$ cat src/rtl/psum_drain_pkg.sv
// psum_drain_pkg: constants shared by the sparse MAC unit and its drain stage.
package psum_drain_pkg;

    localparam int NUM_CH         = 4;
    localparam int CH_IDX_WIDTH   = 2;
    localparam int NUM_BANKS      = 2;
    localparam int CNT_WIDTH      = 2;
    localparam int DEF_DATA_WIDTH = 8;
    localparam int DEF_PSUM_WIDTH = 4 * DEF_DATA_WIDTH;
    localparam int DEF_OUT_WIDTH  = 16;

endpackage

$ cat src/rtl/psum_narrow.sv
// psum_narrow: combinational PSUM -> OUT width reduction.
// Build option: PSUM_DRAIN_SAT_EN selects unsigned saturation; otherwise
// the low OUT_W bits are passed through and no saturation logic exists.
module psum_narrow #(
    parameter int IN_W  = 32,
    parameter int OUT_W = 16
) (
    input  logic [IN_W-1:0]  din,
    output logic [OUT_W-1:0] dout
);

`ifdef PSUM_DRAIN_SAT_EN
    generate
        if (OUT_W < IN_W) begin : g_sat
            // Clamp to all-ones whenever any bit above the output range is set.
            always_comb begin
                dout = OUT_W'(din);
                if (|din[IN_W-1:OUT_W]) begin
                    dout = '1;
                end
            end
        end else begin : g_pass
            assign dout = OUT_W'(din);
        end
    endgenerate
`else
    // Plain truncation to the low OUT_W bits.
    assign dout = OUT_W'(din);
`endif

endmodule

$ cat src/rtl/psum_drain.sv
// psum_drain: captures the four MAC partial sums on the falling edge of
// Block_control, double-buffers up to two blocks and streams them one
// channel per beat (0,1,2,3) in capture order.
// Build option: PSUM_DRAIN_SAT_EN (see psum_narrow) makes narrowing saturate.
module psum_drain
    import psum_drain_pkg::*;
#(
    parameter int DATA_WIDTH = DEF_DATA_WIDTH,
    parameter int PSUM_WIDTH = DEF_PSUM_WIDTH,
    parameter int OUT_WIDTH  = DEF_OUT_WIDTH
) (
    input  logic                    Clk,
    input  logic                    rst,
    input  logic                    Block_control,
    input  logic [PSUM_WIDTH-1:0]   Psum_0,
    input  logic [PSUM_WIDTH-1:0]   Psum_1,
    input  logic [PSUM_WIDTH-1:0]   Psum_2,
    input  logic [PSUM_WIDTH-1:0]   Psum_3,
    output logic [OUT_WIDTH-1:0]    Out_data,
    output logic [CH_IDX_WIDTH-1:0] Out_chan,
    output logic                    Out_last,
    output logic                    Out_valid,
    input  logic                    Out_ready,
    output logic                    Busy,
    output logic                    Overflow
);

    // Elaboration-time guard against impossible width combinations.
    generate
        if (OUT_WIDTH > PSUM_WIDTH || PSUM_WIDTH < DATA_WIDTH) begin : g_bad_cfg
            $error("psum_drain: OUT_WIDTH must be <= PSUM_WIDTH and PSUM_WIDTH >= DATA_WIDTH");
        end
    endgenerate

    logic                    block_d;
    logic [CNT_WIDTH-1:0]    count;
    logic                    wr_ptr;
    logic                    rd_ptr;
    logic [CH_IDX_WIDTH-1:0] chan_idx;
    logic [PSUM_WIDTH-1:0]   bank [NUM_BANKS][NUM_CH];

    logic                    capture;
    logic                    has_data;
    logic                    beat;
    logic                    pop;
    logic                    accept;
    logic [OUT_WIDTH-1:0]    rd_narrow;

    // Stream handshake: Out_valid depends on registered state only and never
    // on Out_ready; a beat moves on a rising edge with Out_valid & Out_ready,
    // and while Out_ready is low the presented beat holds steady.
    // Edge detect, pop and accept decisions for the current cycle.
    always_comb begin
        capture  = block_d & ~Block_control;
        has_data = (count != '0);
        beat     = has_data & Out_ready;
        pop      = beat & (chan_idx == CH_IDX_WIDTH'(NUM_CH - 1));
        // A full buffer still accepts when the oldest block leaves this cycle.
        accept   = capture & ((count != CNT_WIDTH'(NUM_BANKS)) | pop);
    end

    // Bank storage, pointers, occupancy counter and sticky overflow.
    always_ff @(posedge Clk) begin
        if (!rst) begin
            block_d  <= 1'b0;
            count    <= '0;
            wr_ptr   <= 1'b0;
            rd_ptr   <= 1'b0;
            chan_idx <= '0;
            Overflow <= 1'b0;
            for (int b = 0; b < NUM_BANKS; b++) begin
                for (int c = 0; c < NUM_CH; c++) begin
                    bank[b][c] <= '0;
                end
            end
        end else begin
            block_d <= Block_control;
            if (accept) begin
                bank[wr_ptr][0] <= Psum_0;
                bank[wr_ptr][1] <= Psum_1;
                bank[wr_ptr][2] <= Psum_2;
                bank[wr_ptr][3] <= Psum_3;
                wr_ptr          <= ~wr_ptr;
            end
            if (capture && !accept) begin
                Overflow <= 1'b1;
            end
            if (beat) begin
                // Channel 3 wraps naturally to 0 at the end of a block.
                chan_idx <= chan_idx + 1'b1;
                if (pop) begin
                    rd_ptr <= ~rd_ptr;
                end
            end
            if (accept && !pop) begin
                count <= count + 1'b1;
            end else if (!accept && pop) begin
                count <= count - 1'b1;
            end
        end
    end

    psum_narrow #(
        .IN_W  (PSUM_WIDTH),
        .OUT_W (OUT_WIDTH)
    ) u_narrow (
        .din  (bank[rd_ptr][chan_idx]),
        .dout (rd_narrow)
    );

    // Stream outputs are forced quiet while reset is asserted.
    assign Out_valid = rst & has_data;
    assign Busy      = rst & has_data;
    assign Out_chan  = rst ? chan_idx : '0;
    assign Out_data  = rst ? rd_narrow : '0;
    assign Out_last  = Out_valid & (chan_idx == CH_IDX_WIDTH'(NUM_CH - 1));

endmodule

$ cat config.mk
export PLATFORM = sky130hd
export DESIGN_NAME = psum_drain
export DESIGN_NICKNAME = d
export VERILOG_FILES = /design/src/rtl/psum_drain_pkg.sv /design/src/rtl/psum_narrow.sv /design/src/rtl/psum_drain.sv
export SDC_FILE = /design/constraint.sdc
export NUM_CORES = 1
export LEC_CHECK = 0
export CAP_MARGIN = 20
export CORE_ASPECT_RATIO = 0.7
export CORE_MARGIN = 10
export CORE_UTILIZATION = 50
export CTS_CLUSTER_SIZE = 10
export DETAILED_ROUTE_END_ITERATION = 10
export PLACE_DENSITY = 0.91
export SLEW_MARGIN = 20
export SYNTH_ARGS = -nofsm -noshare
export SYNTH_HDL_FRONTEND = slang
export SYNTH_SLANG_ARGS = --single-unit
$ cat constraint.sdc
create_clock -name Clk -period 13.7 [get_ports Clk]
set_input_delay 1.37 -clock Clk [delete_from_list [all_inputs] [get_ports Clk]]
set_output_delay 1.37 -clock Clk [all_outputs]
set_load 0.005 [all_outputs]
==> results.json <==
{
  "r2r_start": "chan_idx[1]",
  "cp-end-kind": "primary output",
  "cts_tree": "built",
  "ys_seq_area_frac": 0.649,
  "vdd_ir_drop_max_mv": 0.0937,
  "worstSkewPairLatency_ns": 0.41,
  "final_cells": 654,
  "gr-total-overflow": 0,
  "cp_top_family": "buffers and inverters",
  "syn_avg_cell_area_um2": 15.6,
  "vias": 3526,
  "drive_gt1_frac": 0.143,
  "finalSetupViolCount": 0,
  "clkSinkCount": 137,
  "postLayoutCellArea_um2": 7720,
  "max_slew_margin": 0.270,
  "critical_path_class": "in2out",
  "period_needed_ns": 4.61,
  "outcome": "finished, final reports clean",
  "yosysUniqueCellTypes": 28,
  "yosys_warnings": 0,
  "slowest_stage": "clkdlybuf4s50_1",
  "ios": 154,
  "drc_errors": 0,
  "slew_violations": 0,
  "clk_pin_slew_worst_paths_ns": 0.05,
  "hold_viol_final": 0,
  "gp_congestion": 0.818,
  "antenna_found_initial": 0,
  "rsz0062_at_grt": "no",
  "reg2reg_depth": 6,
  "dp.cells": 622,
  "slowest_delay_ns": 0.69,
  "postPlaceCellArea_um2": 7180,
  "postRouteAntennaNets": 0,
  "start_util": 0.521,
  "rows": 33,
  "grt_usage": 0.156,
  "critPathBufInv": 3,
  "tightest_slew_ns": 1.09,
  "ctsHoldBuffers": 0,
  "p_per_area_nw_per_um2": 127,
  "diodes": 0,
  "via_per_inst": 5.39,
  "crit_start": "rst",
  "critPathLaunchType": "input port",
  "finalWirelength_um": 13300,
  "leakagePower_uw": 0.00275,
  "die_h_um": 113,
  "cp.arrival_ns": 3.24,
  "grt_pass1_wl_um": 20900,
  "mostFrequentLayoutCell": "and2_1",
  "worst_r2r_endpoint": "bank[0][47]",
  "layout_common_cells": "132 x and2_1, 128 x edfxtp_1, 89 x clkdlybuf4s50_1, 32 x mux4_2, 26 x nor2_1",
  "holdPathEnd": "Overflow",
  "min_path_cells": 2,
  "postCtsSetupRepairBufs": 0,
  "hold_path.startpoint": "Overflow",
  "maxCapViolCount": 0,
  "cp_max_fo": 26,
  "cts_buffers": 17,
  "fp.dieArea_um2": 17300,
  "cts_resized": 0,
  "syn_to_final_growth_pct": 24.6,
  "fmax_ghz": 0.217,
  "netlist_area_um2": 6200,
  "grt_max_degree": 50,
  "die_w_um": 153,
  "firstDrtPassIters": 4,
  "final_net_count": 618,
  "crit_top_cell": "clkdlybuf4s50_1",
  "period_share": 0.337,
  "core_um2": 11900,
  "grt_pass1_vias": 3918,
  "dp_hpwl_um": 8650,
  "crit_chain": "clkdlybuf4s50_1 -> inv_2 -> nor2_1 -> and2_1 -> clkdlybuf4s50_1",
  "clock-root-buffer": "clkbuf_16",
  "h-tree-depth": 4,
  "skew_ns": 0.00801,
  "r2r_slack_ns": 9.96,
  "cts_buffer_depth": 2,
  "holdCritPathClass": "reg2reg",
  "synth_seq_cells": 137,
  "syn_inst": 397,
  "synth.net_count": 531,
  "crit_required_ns": 12.33,
  "finalSetupTns_ns": 0,
  "numPortBuffers": 89,
  "drt-initial-drc-count": 258,
  "wire_per_inst_um": 20.3
}
## logic make-up after synthesis
group,Yosys count,share of synthesized area
buf+inv,30,0.0295
fa+ha+maj,2,0.00404
flops,137,0.649
simple gates,167,0.157
mux,49,0.144
xor+xnor,5,0.00707
compound gates,7,0.00888
## state kept, by name, indices dropped and copies added (netlist names), named ones only
signal / flops
chan_idx: 2
Overflow: 1
bank: 128
wr_ptr: 1
block_d: 1
count: 2
rd_ptr: 1
## stage by stage
stage                     worst slack (ns)  power, uW  hold WS [ns]  utilization
after global routing                  8.92       1010         0.534        0.649
after detailed placement              9.08        570         0.496        0.604
after floorplan                       6.77        529         0.465            -
after global placement                9.15        565         0.454        0.604
after CTS                             9.07        981         0.506        0.649
final                                 9.09        977         0.504        0.649
## power breakdown
group	leakage, uW	internal [uW]	switching, uW
clock	0.000253	253	164
sequential	0.00140	479	6.46
combinational	0.00110	41.1	34.2
## final cells by class
cell class | instances | area [um^2]
fillers | 820 | 4170
flip-flops and latches | 137 | 4030
multi-input cells | 230 | 2010
repair buffers | 95 | 936
clock buffers | 23 | 458
well taps | 157 | 196
clock inverters | 9 | 80.1
inverters | 3 | 11.3
## worst reg2reg max path, delay by kind of cell, from the launching register on
family                   cells  cell delay (ns)
flip-flops                   1             1.04
buffers and inverters        2             0.73
AND/OR/NAND/NOR              1             0.14
AO/OA/AOI/OAI                2             1.10
adder cells (fa/ha/maj)      1             0.34
## cell usage after synthesis
cell / count / share of area
mux4_2: 32 / 0.12
a31oi_2: 1 / 0.0020
or3_1: 1 / 0.0010
a21oi_1: 1 / 0.00081
a311oi_2: 1 / 0.0024
nor4bb_1: 1 / 0.0016
xnor2_1: 1 / 0.0014
nand2b_1: 1 / 0.0010
o21ai_0: 3 / 0.0024
and2b_1: 1 / 0.0012
dfxtp_1: 9 / 0.029
clkbuf_1: 6 / 0.0036
ha_1: 2 / 0.0040
and2_1: 132 / 0.13
clkbuf_2: 4 / 0.0032
inv_1: 2 / 0.0012
buf_6: 6 / 0.011
mux2i_1: 17 / 0.027
edfxtp_1: 128 / 0.62
o211ai_1: 1 / 0.0012
xor2_1: 4 / 0.0057
nand2_1: 4 / 0.0024
buf_1: 1 / 0.00061
nor2_1: 26 / 0.016
buf_4: 3 / 0.0036
and3_1: 1 / 0.0010
inv_2: 1 / 0.00061
buf_2: 7 / 0.0057
## metal layers
metal | track usage | vias up | share of wire
li1 | - | 1614 | -
met1 | 0.182 | 1779 | 0.41
met2 | 0.267 | 118 | 0.51
met3 | 0.0549 | 15 | 0.070
met4 | 0.0501 | 0 | 0.014
met5 | 0 | - | 0
## worst max-delay path by stage
| stage | endpoint | slack [ns] | cells past startpoint |
|---|---|---|---|
| global placement | Out_last | 9.15 | 5 |
| global route | Out_last | 8.92 | 5 |
| CTS | Out_last | 9.07 | 5 |
| floorplan | bank[0][0] | 6.77 | 4 |
| finish | Out_last | 9.09 | 5 |
| detailed placement | Out_last | 9.08 | 5 |
Power figures use the tool's default switching activity.
